[src/rtl/uncached_loader_pkg.sv]
// Shared definitions for the uncached load/store AXI initiators:
// FSM state encoding, fixed AR/AW field values and per-path AXI IDs.
package uncached_loader_pkg;

  typedef enum logic [2:0] {
    IDLE      = 3'd0,
    WAIT_GRNT = 3'd1,
    ADDR      = 3'd2,
    DATA      = 3'd3,
    DONE      = 3'd4
  } state_e;

  localparam logic [3:0] AXI_LEN_SINGLE  = 4'b0000;
  localparam logic [2:0] AXI_SIZE_WORD   = 3'b010;
  localparam logic [1:0] AXI_BURST_FIXED = 2'b00;
  localparam logic [1:0] AXI_LOCK_NONE   = 2'b00;
  localparam logic [3:0] AXI_CACHE_NONE  = 4'b0000;
  localparam logic [2:0] AXI_PROT_NONE   = 3'b000;

  localparam logic [3:0] AXI_ID_STORE = 4'b0010;
  localparam logic [3:0] AXI_ID_LOAD  = 4'b0011;

endpackage

[src/rtl/uncached_loader.sv]
// Uncached load initiator for the MEM stage.
// Arbitrates for the shared AXI bus (req/grnt), issues one single-beat
// word-aligned read with ARID=LOAD_ID, captures the matching RDATA and
// stalls the pipeline until the word is available (one cycle in DONE).
// Ports:
//   clk, rst_n                      clock, synchronous active-low reset
//   uncachedLoader_req/grnt         arbiter handshake
//   uncachedLoader_ar*              AXI read address channel
//   uncachedLoader_r*               AXI read data channel (rresp ignored)
//   uncachedLoader_cpu_*            CPU side: request, address, word, stalls
module uncached_loader
  import uncached_loader_pkg::*;
#(
  parameter logic [3:0] LOAD_ID = AXI_ID_LOAD
) (
  input  logic        clk,
  input  logic        rst_n,
  output logic        uncachedLoader_req,
  input  logic        uncachedLoader_grnt,
  output logic [3:0]  uncachedLoader_arid,
  output logic [31:0] uncachedLoader_araddr,
  output logic [3:0]  uncachedLoader_arlen,
  output logic [2:0]  uncachedLoader_arsize,
  output logic [1:0]  uncachedLoader_arburst,
  output logic [1:0]  uncachedLoader_arlock,
  output logic [3:0]  uncachedLoader_arcache,
  output logic [2:0]  uncachedLoader_arprot,
  output logic        uncachedLoader_arvalid,
  input  logic        uncachedLoader_arready,
  input  logic [3:0]  uncachedLoader_rid,
  input  logic [31:0] uncachedLoader_rdata,
  input  logic [1:0]  uncachedLoader_rresp,
  input  logic        uncachedLoader_rlast,
  input  logic        uncachedLoader_rvalid,
  output logic        uncachedLoader_rready,
  input  logic        uncachedLoader_cpu_uncached,
  input  logic        uncachedLoader_cpu_re,
  input  logic [31:0] uncachedLoader_cpu_addr,
  output logic [31:0] uncachedLoader_cpu_rdata,
  output logic        uncachedLoader_cpu_Stall,
  output logic        uncachedLoader_cpu_PC_Stall
);

  state_e      state_q, state_d;
  logic        req_q, req_d;
  logic        arvalid_q, arvalid_d;
  logic        rready_q, rready_d;
  logic [31:0] addr_q, addr_d;
  logic [31:0] rdata_q, rdata_d;

  logic need_read;
  logic beat_ok;

  // rresp is deliberately not checked; low address bits are dropped by alignment.
  logic unused_inputs;
  assign unused_inputs = ^{uncachedLoader_rresp, uncachedLoader_cpu_addr[1:0]};

  assign need_read = uncachedLoader_cpu_uncached & uncachedLoader_cpu_re;
  assign beat_ok   = uncachedLoader_rvalid & rready_q & uncachedLoader_rlast &
                     (uncachedLoader_rid == LOAD_ID);

  always_ff @(posedge clk) begin
    if (!rst_n) begin
      state_q   <= IDLE;
      req_q     <= 1'b0;
      arvalid_q <= 1'b0;
      rready_q  <= 1'b0;
      addr_q    <= '0;
      rdata_q   <= '0;
    end else begin
      state_q   <= state_d;
      req_q     <= req_d;
      arvalid_q <= arvalid_d;
      rready_q  <= rready_d;
      addr_q    <= addr_d;
      rdata_q   <= rdata_d;
    end
  end

  always_comb begin
    state_d   = state_q;
    req_d     = req_q;
    arvalid_d = arvalid_q;
    rready_d  = rready_q;
    addr_d    = addr_q;
    rdata_d   = rdata_q;
    unique case (state_q)
      IDLE: begin
        if (need_read) begin
          addr_d  = {uncachedLoader_cpu_addr[31:2], 2'b00};
          req_d   = 1'b1;
          state_d = WAIT_GRNT;
        end else begin
          req_d     = 1'b0;
          arvalid_d = 1'b0;
          rready_d  = 1'b0;
        end
      end
      WAIT_GRNT: begin
        if (uncachedLoader_grnt) begin
          arvalid_d = 1'b1;
          state_d   = ADDR;
        end
      end
      ADDR: begin
        if (uncachedLoader_arready) begin
          arvalid_d = 1'b0;
          rready_d  = 1'b1;
          state_d   = DATA;
        end
      end
      DATA: begin
        // Beats carrying another initiator's ID are consumed without capture.
        if (beat_ok) begin
          rdata_d  = uncachedLoader_rdata;
          rready_d = 1'b0;
          state_d  = DONE;
        end
      end
      DONE: begin
        req_d   = 1'b0;
        state_d = IDLE;
      end
      default: begin
        state_d   = IDLE;
        req_d     = 1'b0;
        arvalid_d = 1'b0;
        rready_d  = 1'b0;
      end
    endcase
  end

  assign uncachedLoader_req          = req_q;
  assign uncachedLoader_arid         = LOAD_ID;
  assign uncachedLoader_araddr       = addr_q;
  assign uncachedLoader_arlen        = AXI_LEN_SINGLE;
  assign uncachedLoader_arsize       = AXI_SIZE_WORD;
  assign uncachedLoader_arburst      = AXI_BURST_FIXED;
  assign uncachedLoader_arlock       = AXI_LOCK_NONE;
  assign uncachedLoader_arcache      = AXI_CACHE_NONE;
  assign uncachedLoader_arprot       = AXI_PROT_NONE;
  assign uncachedLoader_arvalid      = arvalid_q;
  assign uncachedLoader_rready       = rready_q;
  assign uncachedLoader_cpu_rdata    = rdata_q;
  assign uncachedLoader_cpu_Stall    = ~(((state_q == IDLE) & ~need_read) | (state_q == DONE));
  assign uncachedLoader_cpu_PC_Stall = uncachedLoader_cpu_Stall;

endmodule

[config.mk]
export PLATFORM = sky130hd
export DESIGN_NAME = uncached_loader
export DESIGN_NICKNAME = d
export VERILOG_FILES = /design/src/rtl/uncached_loader_pkg.sv /design/src/rtl/uncached_loader.sv
export SDC_FILE = /design/constraint.sdc
export NUM_CORES = 1
export LEC_CHECK = 0
export BUFFER_PORTS_ARGS = -buffer_cell sky130_fd_sc_hd__buf_4
export CAP_MARGIN = 20
export CORE_UTILIZATION = 49
export CTS_BUF_LIST = sky130_fd_sc_hd__clkbuf_2
export CTS_CLUSTER_DIAMETER = 120
export DETAILED_ROUTE_END_ITERATION = 10
export GPL_ROUTABILITY_DRIVEN = 0
export PLACE_DENSITY = 0.92
export SETUP_SLACK_MARGIN = 0.15
export SYNTH_ARGS = -nofsm -noshare
export SYNTH_HDL_FRONTEND = slang
export SYNTH_SLANG_ARGS = --single-unit
[constraint.sdc]
create_clock -name clk -period 2.8 [get_ports clk]
set_input_delay 0.42 -clock clk [delete_from_list [all_inputs] [get_ports clk]]
set_output_delay 0.42 -clock clk [all_outputs]
set_load 0.05 [all_outputs]
==> results of run 1 <==
## cell usage in the layout, fill, tap and decap left out, types with 3 or more instances in the layout
| master | n |
|---|---|
| dfxtp_1 | 68 |
| mux2i_1 | 32 |
| a21boi_1 | 30 |
| clkbuf_2 | 9 |
| conb_1 | 24 |
| o21ai_1 | 5 |
| nand3_1 | 33 |
| a21oi_1 | 5 |
| nand2b_1 | 3 |
| buf_4 | 146 |
| nand2_1 | 67 |
| o21ai_0 | 25 |
## stage by stage
stage,power (mW),hold slack [ns]
2_1_floorplan,1.34,0.553
3_3_place_gp,1.45,0.443
3_5_place_dp,1.46,0.447
4_1_cts,2.02,0.104
5_1_grt,2.09,0.0846
6_report,1.99,0.161
## cell type report
type	count	area, um^2
fillers	467	1840
multi-input cells	245	1450
flip-flops and latches	68	1360
repair buffers	146	1100
well taps	75	93.8
clock inverters	7	67.6
clock buffers	9	45.0
inverters	1	3.75
## logic make-up after synthesis
family	after synthesis	share of synthesized area [%]
multiplexers	32	10.5
AND/OR/NAND/NOR	117	18.8
AO/OA/AOI/OAI	72	15.1
flip-flops	68	44.7
buffers and inverters	54	10.7
other	2	0.246
## sequential cells by signal (all words and copies together) (netlist names)
register and cells:
uncachedLoader_cpu_rdata 32, uncachedLoader_araddr 30, state_q 3, uncachedLoader_arvalid 1
uncachedLoader_req 1, uncachedLoader_rready 1
## routing by layer
metal	wire length [um]	up-vias	part of all wire, %
li1	-	1378	-
met1	2950	1271	41
met2	3590	116	50
met3	625	8	8.7
met4	63	0	0.87
met5	0	-	0
## power groups by stage
stage	combinational [mW]	sequential, mW	clock, mW
floorplan	0.227	1.11	0
global placement	0.419	1.03	0
detailed placement	0.426	1.03	0
CTS	0.426	1.01	0.578
global route	0.453	1.01	0.620
finish	0.426	1.01	0.554
## how the worst max path moves through the flow
stage / slack (ns) / depth (start not counted) / endpoint
after floorplan: 0.69 / 5 / uncachedLoader_cpu_Stall
after global placement: 1.01 / 3 / uncachedLoader_cpu_PC_Stall
after detailed placement: 0.98 / 5 / uncachedLoader_cpu_rdata[23]$_SDFFE_PN0P_
after CTS: 0.41 / 3 / uncachedLoader_cpu_PC_Stall
after global routing: 0.29 / 3 / uncachedLoader_cpu_PC_Stall
final: 0.48 / 3 / uncachedLoader_cpu_PC_Stall
## worst max-delay path, stage by stage, from the launching register on
cell      delay (ns)
dfxtp_1         0.60
nand3b_1        0.41
nand2_1         0.18
buf_4           0.23
==> impl_metrics.py, run 1 <==
metrics = {
    "sta": {
        "fin_setup_tns_ns": 0,
        "slew_headroom_pct": 40.5,
        "rsz0062_at_grt": "false",
        "period_needed_ns": 2.32,
        "fin_skew_ns": 0.0164,
        "finalWorstSetupSlack_ns": 0.483,
        "hold_viol_final": 0,
        "max_freq_mhz": 432,
        "finalCritPeriodShare_pct": 82.7,
        "tightest_slew_ns": 0.893,
        "slew_violations": 0,
        "finalSetupViolations": 0,
    },
    "cells_and_area": {
        "drive_above_1_share_pct": 34.9,
        "final_cells": 551,
        "area_growth_pct": 35.0,
        "final_nets": 549,
        "fin_area_mm2": 0.00411,
        "antennaDiodeCount": 0,
        "fin_util_pct": 69.1,
    },
    "setup_path": {
        "cp-start-kind": "flop",
        "arrival_ns": 1.90,
        "reg2regPathDepth": 3,
        "r2r-end": "uncachedLoader_araddr[26]$_SDFFE_PN0P_",
        "end_kind": "output pin",
        "critPathKind": "flop to output pin",
        "r2r_slack_ns": 1.06,
        "r2r-start": "state_q[1]$_SDFFE_PN0P_",
        "crit_path_max_fanout": 13,
        "required_ns": 2.38,
        "worstSetupStartpoint": "state_q[2]$_SDFFE_PN0P_",
    },
    "flow_run": {
        "drv_cap": 0,
    },
    "clock_tree": {
        "clk-insertion-delay-late_ns": 0.48,
        "cts_tree": "done",
        "clockBufferDepth": 2,
        "root_buffer": "clkbuf_2",
        "clock-sinks": 68,
        "cts_resized": 0,
        "h-tree-depth": 3,
        "cts_setup_buffers": 0,
        "numCtsBuffers": 9,
        "postCtsHoldBufs": 0,
        "cts.clk_slew.worst_paths_ns": 0.19,
    },
    "pwr": {
        "power_frac_seq_pct": 50.8,
        "ir_worst_vdd_mv": 0.304,
        "p_clk_share_pct": 27.8,
        "power.leakage_nw": 1.79,
        "powerDensity_mw_per_mm2": 484,
        "switching_share_pct": 32.8,
        "p_int_mw": 1.34,
        "power.switching_mw": 0.653,
        "combPwrFrac_pct": 21.4,
    },
    "synth": {
        "ys_types": 34,
        "yosysSeqAreaShare_pct": 44.7,
        "async_flop_share_pct": 0,
        "synthesis.area_mm2": 0.00305,
        "synth_cells": 345,
        "synth_common_cells": "dfxtp_1 (68), nand2_1 (67), nand3_1 (33)",
        "synth_edf_count": 0,
        "syn_avg_cell_area_um2": 8.83,
        "synthFlopType": "dfxtp_1",
        "ys.warnings.count": 0,
        "yosysTopAreaCell": "dfxtp_1",
        "yosysMostFrequentCell": "dfxtp_1",
        "ys_top_cells_by_area": "dfxtp_1 (45%), mux2i_1 (11%), nand2_1 (8.3%)",
        "ys_ff_latch": 68,
        "synth_top_area_share_pct": 44.7,
    },
    "global_routing": {
        "use_met3_pct": 8.54,
        "grt_overflow": 0,
        "grt_pass1_wl_um": 11100,
        "grt-busiest-layer": "met2",
        "met1_usage_pct": 23.6,
        "grt_max_degree": 78,
        "track_usage_pct": 22.0,
        "grt_pass1_vias": 2528,
        "gr-usage-met2_pct": 39.7,
        "antenna_found_initial": 0,
    },
    "place": {
        "dpl_worst_slack_ns": 0.977,
        "place_area_mm2": 0.00400,
        "dp_hpwl_um": 5120,
        "port_buffers": 140,
        "place_inst": 535,
    },
    "worst_hold_path": {
        "hold-path-cell-count": 3,
        "hold_end": "uncachedLoader_cpu_rdata[8]$_SDFFE_PN0P_",
        "hp-class": "input port to flop",
        "hold_path_startpoint": "uncachedLoader_rdata[8]",
    },
    "die": {
        "core_mm2": 0.00596,
        "die_area_mm2": 0.00654,
        "ios": 169,
        "std_cell_rows": 28,
        "die_h_um": 80.9,
        "die_w_um": 80.9,
        "initial_core_util_pct": 51.2,
    },
    "detailed_routing": {
        "avgRoutedWirePerCell_um": 13.1,
        "drc": 0,
        "drt_iter0_drc": 132,
        "dr.pass1.iters": 4,
        "drt-total-wl_um": 7230,
        "postRouteAntennaNets": 0,
        "num_vias": 2773,
        "viasPerCell": 5.03,
    },
    "status": {
        "status": "finished, final reports clean",
    },
}
No activity file was read; power rests on OpenSTA's default activity.
==> inputs of run 2 (changes only) <==
CORE_UTILIZATION = 46   (was 49)
PLACE_DENSITY = 0.88   (was 0.92)
clock period = 2.2 ns   (was 2.8 ns; I/O delays follow)
==> run 2 against run 1 <==
  * Hold slack worse by 0.076 ns
  * Global-route usage is 0.19 points lower
  * Design area is 2.1% higher
  * Cell count is 1.1% higher
  * Wire length is 5.7% higher
  * Critical endpoint unchanged
  * Highest routed layer unchanged
  * Clock-buffer cell count is 2 higher
  * Power is 28% higher
==> impl_metrics.py, run 2 (synthesis gave the netlist of run 1 again) <==
metrics = {
    "status": {
        "status": "finished, final reports clean",
    },
    "cells_and_area": {
        "largest_reg_flops": 32,
        "drive_above_1_share_pct": 34.8,
        "area_growth_pct": 37.8,
        "nFillCells": 544,
        "mostFrequentLayoutCells": "buf_4 (144), dfxtp_1 (68), nand2_1 (67), nand3_1 (33), mux2i_1 (32)",
        "antennaDiodeCount": 0,
        "final_common_cell": "buf_4",
        "final_cells": 557,
        "final_nets": 553,
    },
    "clock_tree": {
        "numCtsBuffers": 9,
        "clockBufferDepth": 2,
        "root_buffer": "clkbuf_2",
        "clk-insertion-delay-late_ns": 0.47,
        "cts_tree": "done",
        "h-tree-depth": 3,
        "clock-sinks": 68,
        "cts.clk_slew.worst_paths_ns": 0.19,
    },
    "pwr": {
        "p_int_mw": 1.73,
        "power_frac_seq_pct": 50.5,
        "switching_share_pct": 32.2,
        "combPwrFrac_pct": 22.1,
        "powerDensity_mw_per_mm2": 607,
        "ir_worst_vdd_mv": 0.435,
        "power.switching_mw": 0.822,
        "power.leakage_nw": 1.83,
        "p_clk_share_pct": 27.4,
        "total_power_mw": 2.55,
    },
    "sta": {
        "finalSetupViolations": 0,
        "period_needed_ns": 1.83,
        "slew_violations": 0,
        "whs_ns": 0.0855,
        "fin_setup_tns_ns": 0,
        "fin_skew_ns": 0.0300,
        "rsz0062_at_grt": "false",
        "hold_viol_final": 0,
        "max_freq_mhz": 547,
        "finalCritPeriodShare_pct": 83.1,
    },
    "die": {
        "die_h_um": 83.4,
        "die_area_mm2": 0.00695,
        "ios": 169,
        "initial_core_util_pct": 47.7,
        "die_w_um": 83.4,
        "core_mm2": 0.00639,
        "std_cell_rows": 29,
    },
    "detailed_routing": {
        "drc": 0,
        "avgRoutedWirePerCell_um": 13.7,
        "drt_iter0_drc": 172,
        "dr.pass1.iters": 4,
        "num_vias": 2788,
        "viasPerCell": 5.01,
        "drt-total-wl_um": 7630,
        "postRouteAntennaNets": 0,
    },
    "setup_path": {
        "crit_path_max_fanout": 12,
        "arrival_ns": 1.50,
        "worstSetupStartpoint": "state_q[1]$_SDFFE_PN0P_",
        "cp-start-kind": "flop",
        "r2r_slack_ns": 0.58,
        "r2r-start": "state_q[1]$_SDFFE_PN0P_",
        "required_ns": 1.87,
        "critPathKind": "flop to output pin",
        "end_kind": "output pin",
    },
    "global_routing": {
        "track_usage_pct": 21.9,
        "grt_overflow": 0,
        "gr-usage-met2_pct": 35.8,
        "antenna_found_initial": 0,
        "grt-busiest-layer": "met2",
        "grt_pass1_vias": 2665,
        "grt_pass1_wl_um": 12300,
        "met1_usage_pct": 26.1,
        "grt_max_degree": 53,
        "use_met3_pct": 7.65,
    },
    "place": {
        "port_buffers": 140,
        "dp_hpwl_um": 5390,
        "place_inst": 537,
    },
    "worst_hold_path": {
        "hold_path_startpoint": "uncachedLoader_rdata[26]",
        "hp-class": "input port to flop",
    },
    "flow_run": {
        "drv_cap": 0,
    },
}
[run 2: changes by cell type in the layout (fill, tap and decap cells not counted), sizes merged]
cell         before  now
dlygate4sd3       0    3
clkinvlp          2    0
clkbuf            9   11
buf             146  147
[run 2: final timing paths]
kind,depth (start not counted),end
setup / recovery,3,uncachedLoader_cpu_PC_Stall
hold / removal,3,uncachedLoader_cpu_rdata[26]$_SDFFE_PN0P_
setup reg to reg,4,uncachedLoader_cpu_rdata[24]$_SDFFE_PN0P_
hold reg to reg,2,uncachedLoader_cpu_rdata[29]$_SDFFE_PN0P_
[run 2: area by class of cell]
cell class                      instances  area, um^2  area share, %
Clock buffer                           11        55.1           1.31
Clock inverter                          5        52.6           1.25
Inverter                                1        3.75         0.0894
Multi-Input combinational cell        245        1450           34.5
Sequential cell                        68        1360           32.4
Tap cell                               77        96.3           2.30
Timing Repair Buffer                  150        1180           28.1
[run 2: timing repair]
action | CTS | global route
gates resized for setup | 0 | 1
buffers inserted | 0 | 0
hold buffers | 0 | 3
endpoints found under the hold margin | 0 | 3
setup endpoints to repair | 0 | 2
[run 2: critical path: stages (launching register included)]
cell	delay (ns)
dfxtp_1	0.59
nor2_4	0.10
nand2_1	0.14
buf_4	0.22
[run 2: through the flow]
stage | instance area [um^2] | util (%) | setup slack (ns)
global placement | 4030 | 63.1 | 0.504
global route | 4200 | 65.7 | 0.179
CTS | 4140 | 64.8 | 0.236
floorplan | 3130 | - | 0.183
finish | 4200 | 65.7 | 0.372
detailed placement | 4030 | 63.1 | 0.399
[run 2: power by group through the flow]
| stage | sequential [mW] | combinational (mW) | clock [mW] |
|---|---|---|---|
| floorplan | 1.41 | 0.289 | 0 |
| global placement | 1.31 | 0.541 | 0 |
| detailed placement | 1.31 | 0.552 | 0 |
| CTS | 1.29 | 0.553 | 0.727 |
| global route | 1.29 | 0.596 | 0.796 |
| finish | 1.29 | 0.564 | 0.699 |
[run 2: per-layer routing]
metal	up-vias	wire (um)	share of wire, %
met5	-	0	0
met4	0	87	1.1
met3	9	669	8.8
met2	113	3690	48
met1	1283	3190	42
li1	1383	-	-
==> inputs of run 3 (changes only) <==
ABC_AREA = 1   (was unset)
CORE_UTILIZATION = 41   (was 46)
PLACE_DENSITY = 0.83   (was 0.88)
clock period = 1.6 ns   (was 2.2 ns; I/O delays follow)
==> run 3 against run 2 <==
  * Critical path type unchanged
  * Largest power group is now combinational cells
  * Clock power grew 62%
  * Global-route usage rose by 1.3 points
  * Clock-buffer cell count unchanged
  * Sequential power increased by 57%
  * Register-to-register slack lost 0.36 ns
  * Hold slack lost 0.041 ns
==> impl_metrics.py, run 3 <==
metrics = {
    "die": {
        "die_w_um": 87.0,
        "die_h_um": 87.0,
        "initial_core_util_pct": 43.1,
        "core_mm2": 0.00687,
        "die_area_mm2": 0.00757,
        "std_cell_rows": 30,
        "ios": 169,
    },
    "clock_tree": {
        "cts.clk_slew.worst_paths_ns": 0.19,
        "numCtsBuffers": 9,
        "clk-insertion-delay-late_ns": 0.49,
        "clock-sinks": 68,
        "h-tree-depth": 3,
        "cts_tree": "done",
        "clockBufferDepth": 2,
        "root_buffer": "clkbuf_2",
    },
    "sta": {
        "fin_skew_ns": 0.0408,
        "finalCritPeriodShare_pct": 91.5,
        "whs_ns": 0.0449,
        "tightest_slew_ns": 0.546,
        "period_needed_ns": 1.46,
        "slew_violations": 0,
        "rsz0062_at_grt": "true",
        "hold_viol_final": 0,
        "max_freq_mhz": 683,
        "finalWorstSetupSlack_ns": 0.136,
        "finalSetupViolations": 0,
        "slew_headroom_pct": 63.4,
        "fin_setup_tns_ns": 0,
    },
    "pwr": {
        "powerDensity_mw_per_mm2": 1130,
        "power.leakage_nw": 2.06,
        "ir_worst_vdd_mv": 0.700,
        "total_power_mw": 5.29,
    },
    "synth": {
        "ys.warnings.count": 0,
        "yosysTopAreaCell": "dfxtp_1",
        "synthesis.area_mm2": 0.00296,
        "ys_ff_latch": 68,
        "ys_top_cells_by_area": "dfxtp_1 (46%), a21oi_1 (10%), buf_4 (6.8%)",
        "async_flop_share_pct": 0,
        "yosysSeqAreaShare_pct": 45.9,
        "ys_types": 27,
        "yosysMostFrequentCell": "dfxtp_1",
        "syn_avg_cell_area_um2": 8.25,
        "synth_cells": 359,
        "synth_common_cells": "dfxtp_1 (68), a21oi_1 (59), nand2_1 (49)",
        "synthFlopType": "dfxtp_1",
        "synth_edf_count": 0,
        "synth_top_area_share_pct": 45.9,
    },
    "cells_and_area": {
        "final_cells": 654,
        "final_nets": 631,
        "antennaDiodeCount": 0,
        "area_growth_pct": 58.1,
        "mostFrequentLayoutCells": "buf_4 (143), dfxtp_1 (64), a21oi_1 (58), dlygate4sd3_1 (58), nand2_1 (49)",
        "fin_area_mm2": 0.00468,
        "drive_above_1_share_pct": 34.6,
        "final_common_cell": "buf_4",
        "fin_util_pct": 68.2,
        "largest_reg_flops": 32,
    },
    "setup_path": {
        "reg2regPathDepth": 7,
        "critPathKind": "flop to output pin",
        "r2r_slack_ns": 0.22,
        "end_kind": "output pin",
        "r2r-end": "uncachedLoader_cpu_rdata[25]$_SDFFE_PN0P_",
        "cp-start-kind": "flop",
        "crit_path_max_fanout": 4,
        "arrival_ns": 1.22,
        "r2r-start": "state_q[0]$_SDFFE_PN0P_",
        "required_ns": 1.36,
    },
    "status": {
        "status": "finished, final reports clean",
    },
    "detailed_routing": {
        "viasPerCell": 4.76,
        "drt_iter0_drc": 87,
        "drc": 0,
        "drt-total-wl_um": 8700,
        "num_vias": 3114,
        "postRouteAntennaNets": 0,
        "dr.pass1.iters": 5,
        "avgRoutedWirePerCell_um": 13.3,
    },
    "place": {
        "place_inst": 577,
        "place_area_mm2": 0.00389,
        "dp_hpwl_um": 4960,
        "dpl_worst_slack_ns": 0.137,
        "port_buffers": 140,
    },
    "global_routing": {
        "grt_overflow": 0,
        "grt_pass1_wl_um": 13500,
        "track_usage_pct": 23.2,
        "grt_max_degree": 62,
        "antenna_found_initial": 0,
        "grt_pass1_vias": 3053,
    },
    "flow_run": {
        "drv_cap": 0,
    },
    "worst_hold_path": {
        "hold_path_startpoint": "uncachedLoader_cpu_addr[6]",
        "hold_end": "uncachedLoader_araddr[6]$_SDFFE_PN0P_",
        "hp-class": "input port to flop",
        "hold-path-cell-count": 3,
    },
}
## run 3: cell count changes after synthesis, sizes merged, moves of 3 or more
cell    delta
a21boi    -30
inv       +37
mux2i     -32
buf        +6
nand3      +4
clkbuf    -13
nor2      +12
a21oi     +59
nand2b     -3
nand2     -15
## run 3: worst max-delay path, stage by stage, from the launching register on
cell	delay (ns)
dfxtp_4	0.40
nor2_4	0.12
o21ai_4	0.08
buf_6	0.15
## run 3: worst max path at each step
stage / from / to / slack [ns] / cells after the start
finish: state_q[0]$_SDFFE_PN0P_ / uncachedLoader_cpu_PC_Stall / 0.14 / 3
global route: state_q[0]$_SDFFE_PN0P_ / uncachedLoader_cpu_PC_Stall / 0.07 / 3
CTS: state_q[0]$_SDFFE_PN0P_ / uncachedLoader_cpu_PC_Stall / 0.1 / 3
detailed placement: state_q[0]$_SDFFE_PN0P_ / uncachedLoader_cpu_rdata[1]$_SDFFE_PN0P_ / 0.14 / 7
global placement: state_q[0]$_SDFFE_PN0P_ / uncachedLoader_cpu_rdata[24]$_SDFFE_PN0P_ / 0.18 / 7
floorplan: state_q[2]$_SDFFE_PN0P_ / uncachedLoader_cpu_Stall / 0.19 / 2
## run 3: what timing repair did
action / 4_1_cts / 5_1_grt
pin swaps: 2 / 0
resized for setup: 8 / 7
endpoints found under the hold margin: 57 / 1
buffers inserted: 2 / 1
setup endpoints to repair: 28 / 36
hold buffers: 57 / 1
## run 3: metal layers
layer	share of wire (%)	vias up	global-route usage, %
li1	-	1504	-
met1	39	1402	24.0
met2	47	166	38.7
met3	9.7	42	8.53
met4	4.7	0	16.8
met5	0	-	0
## run 3: power by group
part	internal, mW	switching, mW
logic	0.720	1.42
clock network	0.523	0.605
registers	1.89	0.123
total	3.14	2.15
## run 3: area by class of cell
class                      count  area (um^2)
fill                         514         2190
multi-input combinational    228         1160
inverter                      39          154
clock inverter                 5         76.3
tap                           96          120
timing repair buffer         207         1750
clock buffer                  11         55.1
sequential                    68         1370
## run 3: logic make-up after synthesis
logic type	share of synthesized area, %
other	0.253
buffers and inverters	18.7
AOI/OAI and AO/OA	16.8
and+or+nand+nor	18.2
DFF	45.9
